## config.mk

```make
export PLATFORM = sky130hd
export DESIGN_NAME = pipeline_debug_tx
export DESIGN_NICKNAME = d
export VERILOG_FILES = /design/src/rtl/pipeline_debug_tx.sv
export SDC_FILE = /design/constraint.sdc
export NUM_CORES = 1
export LEC_CHECK = 0
export CELL_PAD_IN_SITES_DETAIL_PLACEMENT = 0
export CELL_PAD_IN_SITES_GLOBAL_PLACEMENT = 1
export CORE_UTILIZATION = 39
export DETAILED_ROUTE_END_ITERATION = 12
export GPL_ROUTABILITY_DRIVEN = 0
export PLACE_DENSITY = 0.92
export SLEW_MARGIN = 20
export SYNTH_ARGS = -nofsm -noshare
export SYNTH_HDL_FRONTEND = slang
export SYNTH_SLANG_ARGS = --single-unit
```

## constraint.sdc

```tcl
create_clock -name clk_i -period 3.1 [get_ports clk_i]
set_input_delay 0.62 -clock clk_i [delete_from_list [all_inputs] [get_ports clk_i]]
set_output_delay 0.62 -clock clk_i [all_outputs]
set_load 0.1 [all_outputs]
```

## src/rtl/pipeline_debug_tx.sv

```systemverilog
// Debug snapshot transmitter. On capture it latches a bus of 32-bit pipeline debug words and
// sends them as a UART 8N1 packet: header byte, the data bytes, then an XOR checksum byte.
module pipeline_debug_tx #(
  parameter int unsigned ClksPerBit = 16,
  parameter int unsigned NumWords   = 4,
  parameter logic [7:0]  Header     = 8'hA5
) (
  input  logic                     clk_i,
  input  logic                     reset_i,
  input  logic                     capture_i,
  input  logic [NumWords*32-1:0]   snapshot_i,
  output logic                     tx_o,
  output logic                     busy_o,
  output logic                     done_o
);

  localparam int unsigned BaudW    = $clog2(ClksPerBit);
  localparam int unsigned NumBytes = 4 * NumWords + 2;

  typedef enum logic [2:0] {StIdle, StStart, StData, StStop, StDone} state_e;

  state_e                 state_q;
  logic [BaudW-1:0]       baud_q;
  logic [2:0]             bit_q;
  logic [6:0]             byte_q;
  logic [7:0]             shift_q;
  logic [7:0]             csum_q;
  logic [NumWords*32-1:0] snap_q;
  logic                   tx_q;
  logic                   busy_q;
  logic                   done_q;

  logic                   baud_last;
  logic [9:0]             byte_off;
  logic [7:0]             data_byte;

  // byte_q counts bytes already sent, which is also the index of the next data byte:
  // word byte_q/4, most significant byte first within the word.
  always_comb begin
    baud_last = (baud_q == BaudW'(ClksPerBit - 1));
    byte_off  = {byte_q[6:2], ~byte_q[1:0], 3'b000};
    data_byte = 8'(snap_q >> byte_off);
  end

  always_ff @(posedge clk_i) begin
    if (reset_i) begin
      state_q <= StIdle;
      baud_q  <= '0;
      bit_q   <= '0;
      byte_q  <= '0;
      shift_q <= '0;
      csum_q  <= '0;
      snap_q  <= '0;
      tx_q    <= 1'b1;
      busy_q  <= 1'b0;
      done_q  <= 1'b0;
    end else begin
      done_q <= 1'b0;
      unique case (state_q)
        StIdle: begin
          tx_q   <= 1'b1;
          busy_q <= 1'b0;
          if (capture_i) begin
            snap_q  <= snapshot_i;
            shift_q <= Header;
            byte_q  <= '0;
            baud_q  <= '0;
            bit_q   <= '0;
            csum_q  <= '0;
            tx_q    <= 1'b0;
            busy_q  <= 1'b1;
            state_q <= StStart;
          end
        end
        StStart: begin
          if (baud_last) begin
            baud_q  <= '0;
            bit_q   <= '0;
            tx_q    <= shift_q[0];
            state_q <= StData;
          end else begin
            baud_q <= baud_q + BaudW'(1);
          end
        end
        StData: begin
          if (baud_last) begin
            baud_q <= '0;
            if (bit_q == 3'd7) begin
              tx_q    <= 1'b1;
              state_q <= StStop;
            end else begin
              bit_q   <= bit_q + 3'd1;
              shift_q <= {1'b0, shift_q[7:1]};
              tx_q    <= shift_q[1];
            end
          end else begin
            baud_q <= baud_q + BaudW'(1);
          end
        end
        StStop: begin
          if (baud_last) begin
            baud_q <= '0;
            byte_q <= byte_q + 7'd1;
            if (byte_q == 7'(NumBytes - 1)) begin
              tx_q    <= 1'b1;
              busy_q  <= 1'b0;
              done_q  <= 1'b1;
              state_q <= StDone;
            end else begin
              tx_q    <= 1'b0;
              state_q <= StStart;
              if (byte_q == 7'(NumBytes - 2)) begin
                shift_q <= csum_q;
              end else begin
                shift_q <= data_byte;
                csum_q  <= csum_q ^ data_byte;
              end
            end
          end else begin
            baud_q <= baud_q + BaudW'(1);
          end
        end
        StDone: begin
          tx_q    <= 1'b1;
          state_q <= StIdle;
        end
        default: state_q <= StIdle;
      endcase
    end
  end

  assign tx_o   = tx_q;
  assign busy_o = busy_q;
  assign done_o = done_q;

endmodule

```

==> flow_summary.yaml <==
status:
  run_status: "finished clean"
worst_setup_path:
  worst-r2r-cell-count: 7
  timing.critical_path.to_type: "flop"
  r2r-start: "byte_q[0]"
  timing.critical_path.required_ns: 3.42
  critical_path_arrival_ns: 2.73
  criticalPathCategory: "primary input to flop"
  critPathLaunchType: "primary input"
  crit_fanout: 15
  crit-reg2reg-capture: "shift_q[0]"
  reg2reg_setup_slack_ns: 0.70
clock_network:
  clkTransAtPathRegs_ns: 0.06
  post_cts_buffers: 0
  clk_root_buffer_cell: "sky130_fd_sc_hd__clkbuf_16"
  numCtsBuffers: 17
  tritoncts: "done"
  cts.sinks: 164
  htree_num_levels: 4
  cts_hold_buffers: 0
  postCtsResizedCells: 0
  clk_latency_ns: 0.43
  clk_path_buf_depth: 2
synth:
  synthCells: 888
  synth-warning-count: 0
  synth.net_count: 1025
  most_instantiated_library_cell_after_synthesis: "sky130_fd_sc_hd__nand2_1"
  synth.top_cells.by_area: "sky130_fd_sc_hd__dfxtp_1, sky130_fd_sc_hd__nand2_1, sky130_fd_sc_hd__a21oi_1"
  synth_largest_area_cell: "sky130_fd_sc_hd__dfxtp_1"
  synth_ff_type: "sky130_fd_sc_hd__dfxtp_1"
  synth-seq-cells: 164
  synth_enable_flop_cells: 0
  postSynth.asyncResetShare_pct: 0
  synth_top_area_share_pct: 44.2
  synth.distinct_cells: 64
  ys_seq_area_share_pct: 44.2
  netlist_top_cells_count: "sky130_fd_sc_hd__nand2_1, sky130_fd_sc_hd__dfxtp_1, sky130_fd_sc_hd__a21oi_1"
  post_synth.cell_area_avg_um2: 8.37
  synth.cell_area_um2: 7440
drt:
  avgRoutedWirePerCell_um: 15.8
  via_count: 6557
  finalWirelength_um: 19500
  drtPass1Iterations: 7
  drcViolationCount: 0
  drt_antenna_net_count: 0
  post_drt_via_cell_ratio: 5.33
  drt-initial-drc-count: 510
job:
  number_of_max_cap_violations: 0
sta:
  maxSlewHeadroom_pct: 46.2
  fmax_ghz: 0.414
  worst-slew-pin-transition_ns: 0.808
  timing.final.crit_share_pct: 77.9
  final_max_slew_viol_count: 0
  total_of_endpoints_with_negative_setup_slack_in_the_final_report: 0
  final_ws_setup_ns: 0.686
  clock_period_minus_worst_slack_ns: 2.41
  skew_ns: 0.00517
  timing.final.hold_violations: 0
  rsz_0062_raised_after_global_routing: "false"
  final.setup.tns_ns: 0
floorplan:
  num_io_pins: 134
  row_count: 50
  die_area_um2: 19600
  core-area_um2: 18700
  initial_core_util_pct: 39.8
  die_h_um: 140
  die_w_um: 140
placed_design:
  dpl-instance-area_um2: 8840
  port_buffers: 133
  pre_cts_ws_ns: 0.282
  dp.final_hpwl_um: 13400
grt:
  use_met3_pct: 3.86
  grt_pass1_wl_um: 31800
  pin_count_of_the_biggest_net_entering_global_routing: 78
  number_of_global_route_vias_before_repair: 6262
  antenna_found_initial: 0
  grt_use_met1_pct: 27.2
  top_usage_layer: "met2"
  grt_util_met2_pct: 33.9
  global_route_total_usage_across_every_layer_pct: 20.6
  grt_remaining_overflow: 0
worst_hold_path:
  timing.hold.worst_path_depth: 2
  whs_endpoint: "snap_q[18]"
  worst_hold_path_type: "flop to flop"
  worstHoldStart: "snap_q[18]"
layout:
  design_area_um2: 9510
  area_growth_syn_to_layout_pct: 27.9
  final_net_count: 1121
  drive_gt1_share_pct: 9.53
  diode_insertion_count_for_antenna_repair: 0
pwr:
  ir_worst_vdd_mv: 0.375
  design_power_total_uw: 5340
  static-leakage-power_uw: 0.00355
  powerDensity_nw_per_um2: 561
[how the worst max path moves through the flow]
| stage | startpoint | to | slack [ns] |
|---|---|---|---|
| 5_1_grt | byte_q[0] | shift_q[6] | 0.46 |
| 3_3_place_gp | capture_i | csum_q[1] | 0.32 |
| 6_report | capture_i | csum_q[2] | 0.69 |
| 2_1_floorplan | byte_q[1] | shift_q[4] | 0.94 |
| 3_5_place_dp | capture_i | csum_q[3] | 0.28 |
| 4_1_cts | byte_q[0] | shift_q[0] | 0.68 |
[report_power, final]
| group | switching [uW] | internal (uW) | total, uW | leakage (uW) |
|---|---|---|---|---|
| combinational | 337 | 306 | 643 | 0.00188 |
| sequential | 65.9 | 2230 | 2300 | 0.00135 |
| clock | 857 | 1540 | 2390 | 0.000329 |
[worst max-delay path, cell delays in order]
cell                              delay [ns]
sky130_fd_sc_hd__clkdlybuf4s50_1        0.56
sky130_fd_sc_hd__or4b_4                 0.52
sky130_fd_sc_hd__o21ai_2                0.17
sky130_fd_sc_hd__and2_1                 0.51
sky130_fd_sc_hd__a21oi_1                0.14
sky130_fd_sc_hd__a31o_1                 0.21
[cell type report]
type	instances	area [um2]
clock buffer	20	447
clock inverter	12	225
fill	1716	9190
inverter	8	30.0
multi-input combinational	643	3780
sequential	164	3280
tap	234	293
timing repair buffer	150	1450
[sequential cells by signal, indices dropped and copies added, names as in the netlist]
| name | count |
|---|---|
| baud_q | 4 |
| bit_q | 3 |
| busy_o | 1 |
| byte_q | 7 |
| csum_q | 8 |
| done_o | 1 |
| shift_q | 8 |
| snap_q | 128 |
| state_q | 3 |
| tx_o | 1 |
[metrics by stage]
step / hold WS (ns) / std cells / utilization, %
floorplan: 0.433 / 888 / -
global placement: 0.439 / 1199 / 47.3
detailed placement: 0.445 / 1199 / 47.3
CTS: 0.443 / 1231 / 50.8
global route: 0.453 / 1231 / 50.8
finish: 0.453 / 1231 / 50.8
[per-layer routing]
metal | part of all wire [%] | up-vias
li1 | - | 3250
met1 | 44 | 3101
met2 | 49 | 182
met3 | 5.1 | 24
met4 | 1.9 | 0
met5 | 0 | -
[kinds of logic (layout without fill, tap and decap cells)]
group	count (synthesis)	in the layout	synth area share, %
mux	47	47	11.4
flops	164	164	44.2
buf+inv	81	190	5.01
xor+xnor	6	6	0.707
compound gates	216	216	17.2
simple gates	368	368	20.5
fa+ha+maj	6	6	1.01
[placed cells by master, fill, tap and decap left out, types with 4 or more instances in the layout]
| cell | n |
|---|---|
| sky130_fd_sc_hd__a211oi_1 | 6 |
| sky130_fd_sc_hd__a21oi_1 | 155 |
| sky130_fd_sc_hd__a31o_1 | 6 |
| sky130_fd_sc_hd__a31oi_1 | 4 |
| sky130_fd_sc_hd__and2_1 | 4 |
| sky130_fd_sc_hd__and3_1 | 5 |
| sky130_fd_sc_hd__buf_4 | 21 |
| sky130_fd_sc_hd__bufinv_16 | 6 |
| sky130_fd_sc_hd__clkbuf_16 | 17 |
| sky130_fd_sc_hd__clkdlybuf4s50_1 | 129 |
| sky130_fd_sc_hd__dfxtp_1 | 163 |
| sky130_fd_sc_hd__ha_1 | 6 |
| sky130_fd_sc_hd__inv_1 | 7 |
| sky130_fd_sc_hd__mux2i_1 | 17 |
| sky130_fd_sc_hd__mux4_2 | 30 |
| sky130_fd_sc_hd__nand2_1 | 284 |
| sky130_fd_sc_hd__nand3_1 | 8 |
| sky130_fd_sc_hd__nor2_1 | 34 |
| sky130_fd_sc_hd__nor2b_1 | 5 |
| sky130_fd_sc_hd__nor3_1 | 10 |
| sky130_fd_sc_hd__o21ai_0 | 4 |
| sky130_fd_sc_hd__o22ai_1 | 7 |
(Power assumes the default switching activity.)
